$ cat config.mk
export PLATFORM = sky130hd
export DESIGN_NAME = disp_fmt
export DESIGN_NICKNAME = d
export VERILOG_FILES = /design/src/rtl/disp_fmt.sv
export SDC_FILE = /design/constraint.sdc
export NUM_CORES = 1
export LEC_CHECK = 0
export ABC_AREA = 1
export CAP_MARGIN = 20
export CORE_MARGIN = 2
export CORE_UTILIZATION = 60
export DETAILED_ROUTE_END_ITERATION = 8
export DONT_BUFFER_PORTS = 1
export GPL_TIMING_DRIVEN = 0
export MAX_ROUTING_LAYER = met4
export PLACE_DENSITY = 0.8
export SYNTH_ARGS = -nofsm -noshare
export SYNTH_HDL_FRONTEND = slang
export SYNTH_SLANG_ARGS = --single-unit
$ cat constraint.sdc
create_clock -name clk -period 6.34 [get_ports clk]
set_input_delay 0.951 -clock clk [delete_from_list [all_inputs] [get_ports clk]]
set_output_delay 0.951 -clock clk [all_outputs]
set_load 0.05 [all_outputs]
$ cat src/rtl/disp_fmt.sv
// Seven-segment frame formatter: renders 32 digits into a shadow frame one per clock, then commits it atomically.
// Optional blink support is compiled in with `define DISP_FMT_BLINK_EN (adds blink_mask port and phase register).

// state    | meaning
// S_IDLE   | frame committed, waiting for a render request
// S_SNAP   | capture char/dp (and blink) inputs into the snapshot, idx = 0
// S_BUILD  | render snapshot digit idx into the shadow frame, idx++
// S_COMMIT | copy shadow to disp_data unless the capture strobe is active
module disp_fmt #(
    parameter int SEG_ACT_LOW  = 0,
    parameter int COMMIT_GUARD = 1
) (
    input  logic           clk,
    input  logic           rst_n,
    input  logic           tsc_1pps,
    input  logic           tsc_1ppms,
    input  logic           upd,
    input  logic [159:0]   char_data,
    input  logic [31:0]    dp_data,
`ifdef DISP_FMT_BLINK_EN
    input  logic [31:0]    blink_mask,
`endif
    output logic [255:0]   disp_data,
    output logic           busy,
    output logic           frame_done
);

    typedef enum logic [1:0] {S_IDLE, S_SNAP, S_BUILD, S_COMMIT} state_t;

    localparam logic [255:0] DISP_RST = (SEG_ACT_LOW != 0) ? {256{1'b1}} : '0;

    state_t         r_state;
    state_t         w_next;
    logic [4:0]     r_idx;
    logic           r_pend;
    logic [159:0]   r_snap_char;
    logic [31:0]    r_snap_dp;
    logic [31:0]    r_snap_blank;
    logic [255:0]   r_shadow;
    logic [255:0]   r_disp;
    logic           r_done;
    logic           w_req;
    logic           w_stall;
    logic           w_commit;
    logic [31:0]    w_blank;

`ifdef DISP_FMT_BLINK_EN
    logic           r_phase;

    always_ff @(posedge clk or negedge rst_n) begin
        if (!rst_n)
            r_phase <= 1'b0;
        else if (tsc_1pps)
            r_phase <= ~r_phase;
    end

    // A phase flip changes what must be displayed, so it re-renders like upd
    assign w_req   = upd | tsc_1pps;
    assign w_blank = r_phase ? blink_mask : 32'h0;
`else
    logic           w_unused_1pps;

    assign w_unused_1pps = tsc_1pps;
    assign w_req         = upd;
    assign w_blank       = 32'h0;
`endif

    function automatic logic [7:0] f_render(input logic [4:0] code, input logic dp, input logic blank);
        logic [6:0] seg;
        logic [7:0] byte_v;
        case (code)
            5'h00: seg = 7'h3F;
            5'h01: seg = 7'h06;
            5'h02: seg = 7'h5B;
            5'h03: seg = 7'h4F;
            5'h04: seg = 7'h66;
            5'h05: seg = 7'h6D;
            5'h06: seg = 7'h7D;
            5'h07: seg = 7'h07;
            5'h08: seg = 7'h7F;
            5'h09: seg = 7'h6F;
            5'h0A: seg = 7'h77;
            5'h0B: seg = 7'h7C;
            5'h0C: seg = 7'h39;
            5'h0D: seg = 7'h5E;
            5'h0E: seg = 7'h79;
            5'h0F: seg = 7'h71;
            5'h11: seg = 7'h40;
            default: seg = 7'h00;
        endcase
        byte_v = blank ? 8'h00 : {dp, seg};
        return (SEG_ACT_LOW != 0) ? ~byte_v : byte_v;
    endfunction

    assign w_stall = (COMMIT_GUARD != 0) && tsc_1ppms;

    always_ff @(posedge clk or negedge rst_n) begin
        if (!rst_n)
            r_state <= S_IDLE;
        else
            r_state <= w_next;
    end

    always_comb begin
        w_next   = r_state;
        w_commit = 1'b0;
        case (r_state)
            S_IDLE:   if (w_req) w_next = S_SNAP;
            S_SNAP:   w_next = S_BUILD;
            S_BUILD:  if (r_idx == 5'd31) w_next = S_COMMIT;
            S_COMMIT: begin
                if (!w_stall) begin
                    w_commit = 1'b1;
                    w_next   = (r_pend || w_req) ? S_SNAP : S_IDLE;
                end
            end
            default:  w_next = S_IDLE;
        endcase
    end

    always_ff @(posedge clk or negedge rst_n) begin
        if (!rst_n) begin
            r_idx        <= 5'd0;
            r_pend       <= 1'b0;
            r_snap_char  <= '0;
            r_snap_dp    <= '0;
            r_snap_blank <= '0;
            r_shadow     <= '0;
            r_disp       <= DISP_RST;
            r_done       <= 1'b0;
        end else begin
            r_done <= w_commit;
            if (r_state == S_SNAP) begin
                r_snap_char  <= char_data;
                r_snap_dp    <= dp_data;
                r_snap_blank <= w_blank;
                r_idx        <= 5'd0;
            end
            if (r_state == S_BUILD) begin
                r_shadow[8*r_idx +: 8] <= f_render(r_snap_char[5*r_idx +: 5],
                                                   r_snap_dp[r_idx], r_snap_blank[r_idx]);
                r_idx <= r_idx + 5'd1;
            end
            // Requests arriving while busy collapse into a single follow-up render
            if (w_commit) begin
                r_disp <= r_shadow;
                r_pend <= 1'b0;
            end else if (r_state != S_IDLE && w_req) begin
                r_pend <= 1'b1;
            end
        end
    end

    assign disp_data  = r_disp;
    assign busy       = (r_state != S_IDLE);
    assign frame_done = r_done;

endmodule

[Word level (Yosys, flattened, before mapping)]
Memory sizes are Yosys's and may differ from the RTL's.
Index checks and enable logic that the tools add are counted.
Storage, ports and cells
  input bits: 197
  register bits: 713
  logic and storage cells: 48
  output and inout bits: 258
  memories kept: 2
  ROM bits: 256
Cells by class
  $add $sub $neg: 2
  order comparisons: 1
  multiply operators: 1
  reductions and logical operators: 7
  multiplexer cells: 17
  equality and inequality tests: 7
  shift operators: 3
Memories
  (name not given): depth 32, bits a word 7, rd ports 1, clocked after Yosys merged registers in 0, write ports 0, line 71  | case (code)
  (name not given): depth 32, bits a word 1, rd ports 1, clocked after Yosys merged registers in 0, write ports 0, line 141  | r_snap_dp[r_idx], r_snap_blank[r_idx]);
Operators by type and width (count)
  $bwmux 256: 1
  $shift 8x34->256 const A: 1
  $shiftx 8x34->256: 1
  $shiftx 160x9->5: 1
  $neg 8->34: 1
  $mux 5: 2
  $mul 3x5->8 const A: 1
  $mux 8: 1
  $pmux 2 s4: 1
  $mux 1: 7
  $mux 7: 1
  $lt 5x6->1 const B: 1
  $mux 2: 3
  $ne 2x2->1 const B: 3
  $reduce_bool 2->1: 3
  $add 5x1->5 const B: 1
  $bmux 1 s5: 1
  $eq 5x5->1 const B: 1
  $eq 2x2->1 const B: 2
  $reduce_and 3->1: 1
  $eq 2x1->1 const B: 1
  $logic_not 2->1: 1
  $logic_and 1x1->1: 1
  $logic_or 1x1->1: 1

[Longest topological paths before layout]
Gate-level depths: netlist of the first run.
An unclocked memory read counts as a cell.
  depth in word-level cells: 7
  depth in mapped cells: 24
  gate-level depth less buffers: 21

[Least setup slack after synthesis of the first run]
Ideal clock, no wire load.
  kind: flip-flop to flip-flop
  from: register r_idx[1]
  to: register r_shadow[254]
  library setup time: 0.077 ns
  path buffers: 4
  cell stages (with the launch flop): 15
  arrival: 2.759 ns
  path slack: 3.503 ns
  required time: 6.263 ns
  period minus slack after synthesis: 2.837 ns
  cell sequence: dfrtp_1 inv_2 buf_2 buf_1 ha_1 nand2_1 nor2_1 ha_1 inv_1 nand3_2 buf_6 nor2_1 buf_2 nor2_1 a21oi_1
On the way
  cells in the longest elaborated chain, start to end: 7
  elaborated cells on any way between the ends: 13
  those cells by class: 1 x add/sub; 1 x mul; 3 x shift; 6 x mux; 2 x memory
Ends and longest elaborated chain
  from (decl): line 34  | logic [4:0] r_idx;
  from (signal assigned): line 142  | r_idx <= r_idx + 5'd1;
  $mul 3x5->8: line 140  | r_shadow[8*r_idx +: 8] <= f_render(r_snap_char[5*r_idx +: 5],
  $shiftx 160x9->5: line 140
  $mem_v2 32x7
  $mux 7: line 139  | if (r_state == S_BUILD) begin
  $mux 8: line 91  | byte_v = blank ? 8'h00 : {dp, seg};
  $shiftx 8x34->256: line 140
  $bwmux 256 *: line 140
  to (signal, indexed assignment): line 140
  to (decl): line 39  | logic [255:0] r_shadow;
Every way passes the cells marked *; elsewhere a longest branch is shown, timed or not. The select of a mux whose other input is x is not followed.
A chain may end at the register's enable or synchronous reset.

[Final worst setup path of the first run]
  from: register r_idx[1]
  to: register r_shadow[240]
The elaborated chain is that of the path after synthesis.

==> results of run 1 <==
==> registers in the layout, indices dropped and copies added (netlist names) <==
signal and count:
disp_data 256, r_shadow 256, r_snap_char 160, r_snap_dp 32, r_idx 5, r_state 2
frame_done 1, r_pend 1
==> critical path, cell delays in order, from the launching register on <==
cell and delay [ps]:
dfrtp_1 460, inv_2 230, buf_2 370, buf_1 530, ha_1 210, buf_2 250, clkinv_1 290, nor2_1 640
inv_1 210, nor3_1 430, nand2_1 360, a21oi_1 260
==> kinds of logic (layout without fill, tap and decap cells) <==
family / Yosys count / count (layout) / synth area share
compound gates: 502 / 502 / 0.0866
other cells: 0 / 28 / 0
simple gates: 1523 / 1523 / 0.209
mux: 92 / 92 / 0.0345
buf+inv: 402 / 529 / 0.0588
xor+xnor: 3 / 3 / 0.00152
fa+ha+maj: 17 / 17 / 0.00718
flops: 713 / 713 / 0.602
==> layout make-up <==
class                      count  area, um2  area share
clock inverter                23        290     0.00882
multi-input combinational   2137      10000       0.305
inverter                     235        887      0.0270
antenna                       28       70.1     0.00213
buffer                       167        856      0.0260
tap                          664        831      0.0253
clock buffer                 104       2080      0.0633
sequential                   713      17800       0.542
==> synthesized netlist by cell type (12+ instances only) <==
library cell / count
buf_6: 17
buf_4: 12
ha_1: 17
mux2i_1: 12
nand3_2: 14
nand3_1: 112
buf_2: 36
mux2_2: 80
nor2_2: 26
inv_1: 209
buf_1: 12
dfrtp_1: 713
inv_2: 22
o21ai_0: 232
nor2_1: 270
o211ai_1: 16
clkbuf_1: 89
nand2_1: 1060
a21oi_1: 223
o21ai_1: 26
==> per-layer routing <==
metal / track usage / wire [um]
met5: - / 0
met4: 0.186 / 4660
met3: 0.106 / 9850
met2: 0.568 / 43000
met1: 0.450 / 33900
==> power by group <==
part           internal (uW)  switching (uW)  leakage [uW]
clock                   2530            1800       0.00116
combinational           1700            3740       0.00623
sequential              5820            2390       0.00882
total                  10100            7930        0.0162
==> per-stage QoR <==
step / worst slack [ps] / util / std cells / power (uW)
2_1_floorplan: 3500 / - / 3252 / 11700
3_3_place_gp: 2440 / 0.623 / 3916 / 13300
3_5_place_dp: 2290 / 0.623 / 3916 / 13600
4_1_cts: 2240 / 0.672 / 4043 / 17900
5_1_grt: 1960 / 0.673 / 4069 / 18800
6_report: 2020 / 0.673 / 4071 / 18000
==> path summary, 6_finish.rpt <==
check	start	endpoint	slack, ps	cells past startpoint
setup / recovery	r_idx[1]	r_shadow[240]	2020	11
max in group asynchronous	rst_n	disp_data[3]	4010	0
setup reg to reg	r_idx[1]	r_shadow[240]	2020	11
hold reg to reg	r_shadow[147]	disp_data[147]	480	2
hold / removal	rst_n	disp_data[74]	50	0
min in group clk	char_data[36]	r_snap_char[36]	460	2
==> flow_metrics.env, run 1 <==
export IMPL_grt_start_max_net_pins=714
export IMPL_clkSinkCount=713
export IMPL_critPathRequiredTime_ps=6860
export IMPL_clock_latency_ps=630
export IMPL_violations="max-slew violations"
export IMPL_slew_viol_final=442
export IMPL_async_reset_ff_frac=1.00
export IMPL_yosysTopAreaCell="dfrtp_1"
export IMPL_ir_drop_uv=306
export IMPL_cts_tree="built"
export IMPL_wl_per_cell_um=22.5
export IMPL_netlist_instances=3252
export IMPL_tightest_slew_ps=2910
export IMPL_layout_common_cells="1060 x nand2_1, 713 x dfrtp_1, 270 x nor2_1"
export IMPL_layout_commonest_cell="nand2_1"
export IMPL_synth_top_area_share=0.602
export IMPL_antenna_found_initial=26
export IMPL_synth_area_leaders="dfrtp_1 60%, nand2_1 13%, o21ai_0 3.9%"
export IMPL_via_count=23600
export IMPL_skew_ps=29.1
export IMPL_core_rowCount=81
export IMPL_placed_area_mm2=0.0305
export IMPL_layout_drive_gt1_share=0.102
export IMPL_grt_pass1_wl_um=137000
export IMPL_first_global_vias=23400
export IMPL_worst_path_max_fanout=11
export IMPL_die_area_mm2=0.0512
export IMPL_p_leak_uw=0.0162
export IMPL_slew_headroom=-0.941
export IMPL_min_period_ps=4320
export IMPL_io_buffers=0
export IMPL_core_mm2=0.0488
export IMPL_gp_congestion=0.970
export IMPL_setup_worst_path_end_class="flip-flop"
export IMPL_track_usage=0.370
export IMPL_initial_utilization=0.606
export IMPL_fin_crit_sh=0.682
export IMPL_cts_setup_buffers=0
export IMPL_arrival_ps=4850
export IMPL_clkTransAtPathRegs_ps=60
export IMPL_grt_overflow_total=0
export IMPL_die_x_um=226
export IMPL_fp_dieH_um=226
export IMPL_fin_setup_tns_ps=0
export IMPL_rsz0062_at_grt="false"
export IMPL_yosysUniqueCellTypes=38
export IMPL_whs_ps=46.4
export IMPL_criticalPathCategory="flip-flop to flip-flop"
export IMPL_avgViaCountPerCell=5.81
export IMPL_setup_violations=0
export IMPL_antenna_left=0
export IMPL_status="finished, violations left"
export IMPL_hold_buffers=0
export IMPL_syn_num_nets=3466
export IMPL_ys_seq_area_frac=0.602
export IMPL_finalNetCount=3540
export IMPL_synth_ff_type="dfrtp_1"
export IMPL_htree_num_levels=3
export IMPL_maxCapViolations=0
export IMPL_cts_resized=0
export IMPL_syn_avg_cell_area_um2=9.11
export IMPL_cts_made_buffers=72
export IMPL_hold_violations=0
export IMPL_ctsRootBufferMaster="clkbuf_16"
export IMPL_ys_seq_elements=713
export IMPL_ys_warnings_count=0
export IMPL_drt_first_iter_violations=2566
export IMPL_syn2layout_area_growth_pct=11.1
export IMPL_hpwl_um=65500
export IMPL_drc=0
export IMPL_hold_path_class="input port to async pin"
export IMPL_cp_start_kind="flip-flop"
export IMPL_p_per_area_mw_per_mm2=547
export IMPL_num_fill_cells=3847
export IMPL_wl_um=91400
export IMPL_max_freq_ghz=0.231
export IMPL_fin_area_mm2=0.0329
export IMPL_synthesis_area_mm2=0.0296
export IMPL_dr_pass1_iters=6
export IMPL_cts_buffer_depth=3
export IMPL_io_pins=455
export IMPL_synth_edf_count=0
No activity file was read; power rests on OpenSTA's default activity.
==> run 2, diff against run 1 <==
Clock period 6.34 ns to 4.1 ns, I/O delays scaled along.
==> run 2 against run 1 <==
Net effect: the flow finishes with violations (negative hold slack, max-slew violations); critical path type unchanged; combinational power grew 54%; clock power grew 54%; critical endpoint is now r_shadow[254]; via count is essentially flat; clock skew shrank 1.8 ps; cell area is essentially flat; sequential share of layout area is essentially flat; utilization is essentially flat; cell count is the same.
==> flow_metrics.env, run 2 (synthesis results as in run 1) <==
export IMPL_status="finished, violations left"
export IMPL_violations="negative hold slack, max-slew violations"
export IMPL_ir_drop_uv=473
export IMPL_antenna_found_initial=26
export IMPL_min_period_ps=3890
export IMPL_hold_path_class="input port to async pin"
export IMPL_placed_area_mm2=0.0305
export IMPL_gp_congestion=0.970
export IMPL_layout_commonest_cell="nand2_1"
export IMPL_r2r_end="r_shadow[254]"
export IMPL_via_count=23700
export IMPL_core_rowCount=81
export IMPL_layout_common_cells="1060 x nand2_1, 713 x dfrtp_1, 268 x nor2_1"
export IMPL_finalNetCount=3540
export IMPL_setup_worst_path_end_class="flip-flop"
export IMPL_slew_viol_final=274
export IMPL_skew_ps=27.3
export IMPL_multi_input_area_mm2=0.0100
export IMPL_r2r_slack_ps=210
export IMPL_io_buffers=0
export IMPL_fin_area_mm2=0.0329
export IMPL_wl_um=91300
export IMPL_slew_headroom=-0.278
export IMPL_die_area_mm2=0.0512
export IMPL_wl_per_cell_um=22.4
export IMPL_reg2reg_from="r_idx[1]"
export IMPL_p_per_area_mw_per_mm2=844
export IMPL_arrival_ps=4410
export IMPL_fin_crit_sh=0.948
export IMPL_antenna_left=0
export IMPL_p_leak_uw=0.0162
export IMPL_io_pins=455
export IMPL_syn2layout_area_growth_pct=11.1
export IMPL_grt_start_max_net_pins=714
export IMPL_track_usage=0.370
export IMPL_setup_violations=0
export IMPL_grt_pass1_wl_um=137000
export IMPL_r2r_cells=14
export IMPL_layout_drive_gt1_share=0.103
export IMPL_htree_num_levels=3
export IMPL_rsz0062_at_grt="false"
export IMPL_grt_overflow_total=0
export IMPL_area_sequential_mm2=0.0178
export IMPL_cts_setup_buffers=0
export IMPL_hold_violations=406
export IMPL_drt_first_iter_violations=2703
export IMPL_fp_dieH_um=226
export IMPL_max_freq_ghz=0.257
export IMPL_core_mm2=0.0488
export IMPL_clock_latency_ps=620
export IMPL_cp_start_kind="flip-flop"
export IMPL_initial_utilization=0.606
export IMPL_num_fill_cells=3846
export IMPL_worst_path_max_fanout=11
export IMPL_first_global_vias=23400
export IMPL_fin_setup_tns_ps=0
export IMPL_die_x_um=226
export IMPL_dr_pass1_iters=6
export IMPL_clkTransAtPathRegs_ps=60
export IMPL_avgViaCountPerCell=5.81
export IMPL_clkSinkCount=713
export IMPL_critPathRequiredTime_ps=4630
export IMPL_cts_buffer_depth=3
export IMPL_criticalPathCategory="flip-flop to flip-flop"
export IMPL_cts_tree="built"
export IMPL_hpwl_um=65500
export IMPL_maxCapViolations=0
export IMPL_whs_ps=-291
export IMPL_cts_made_buffers=72
export IMPL_ctsRootBufferMaster="clkbuf_16"
export IMPL_drc=0
export IMPL_tightest_slew_ps=1920
-- run 2: final cells by class --
type	count	area share
Buffer	167	0.0260
Inverter	235	0.0270
Clock buffer	104	0.0633
Tap cell	664	0.0252
Sequential cell	713	0.542
Multi-Input combinational cell	2137	0.305
Clock inverter	23	0.00882
Antenna cell	28	0.00213
-- run 2: worst max path at each step --
| stage | start | to | slack, ps | cells after the start |
|---|---|---|---|---|
| 6_report | r_idx[1] | r_shadow[254] | 210 | 14 |
| 5_1_grt | r_idx[1] | r_shadow[254] | 40 | 14 |
| 4_1_cts | r_idx[1] | r_shadow[238] | 40 | 13 |
| 3_5_place_dp | r_idx[1] | r_shadow[241] | 50 | 11 |
| 3_3_place_gp | r_idx[1] | r_shadow[241] | 200 | 11 |
| 2_1_floorplan | r_idx[1] | r_shadow[254] | 1260 | 14 |
-- run 2: stage by stage --
step	hold WS, ps	cells	power [uW]	utilization	setup slack [ps]
detailed placement	355	3916	21000	0.623	46.3
floorplan	319	3252	18100	-	1260
CTS	-290	4043	27600	0.672	40.7
finish	-291	4071	27800	0.674	215
global route	-314	4069	29100	0.673	38.7
global placement	354	3916	20600	0.623	203
-- run 2: report_power, final --
part / switching (uW) / internal, uW
sequential: 3710 / 9000
clock: 2770 / 3910
combinational: 5770 / 2630
-- run 2: repair_timing --
item                       4_1_cts  5_1_grt
cloned                           0        0
setup endpoints to repair        1       74
hold endpoints to repair       713      713
resized for setup                1        2
-- run 2: worst max-delay path: stages (launching register included) --
cell      delay, ps
dfrtp_1         460
inv_2           230
buf_2           380
clkbuf_2        360
ha_1            260
nand2_1          90
nor2_1          150
ha_1            280
inv_1           100
nand3_2         280
buf_6           300
nor2_1          430
buf_2           310
nor2_1           60
a21oi_1         120
-- run 2: routing by layer --
layer | global-route usage | share of wire | wire [um] | up-vias
met5 | - | 0 | 0 | -
met2 | 0.568 | 0.47 | 43000 | 1288
li1 | - | - | - | 10500
met3 | 0.108 | 0.11 | 9840 | 266
met4 | 0.185 | 0.050 | 4570 | 0
met1 | 0.448 | 0.37 | 33900 | 11600
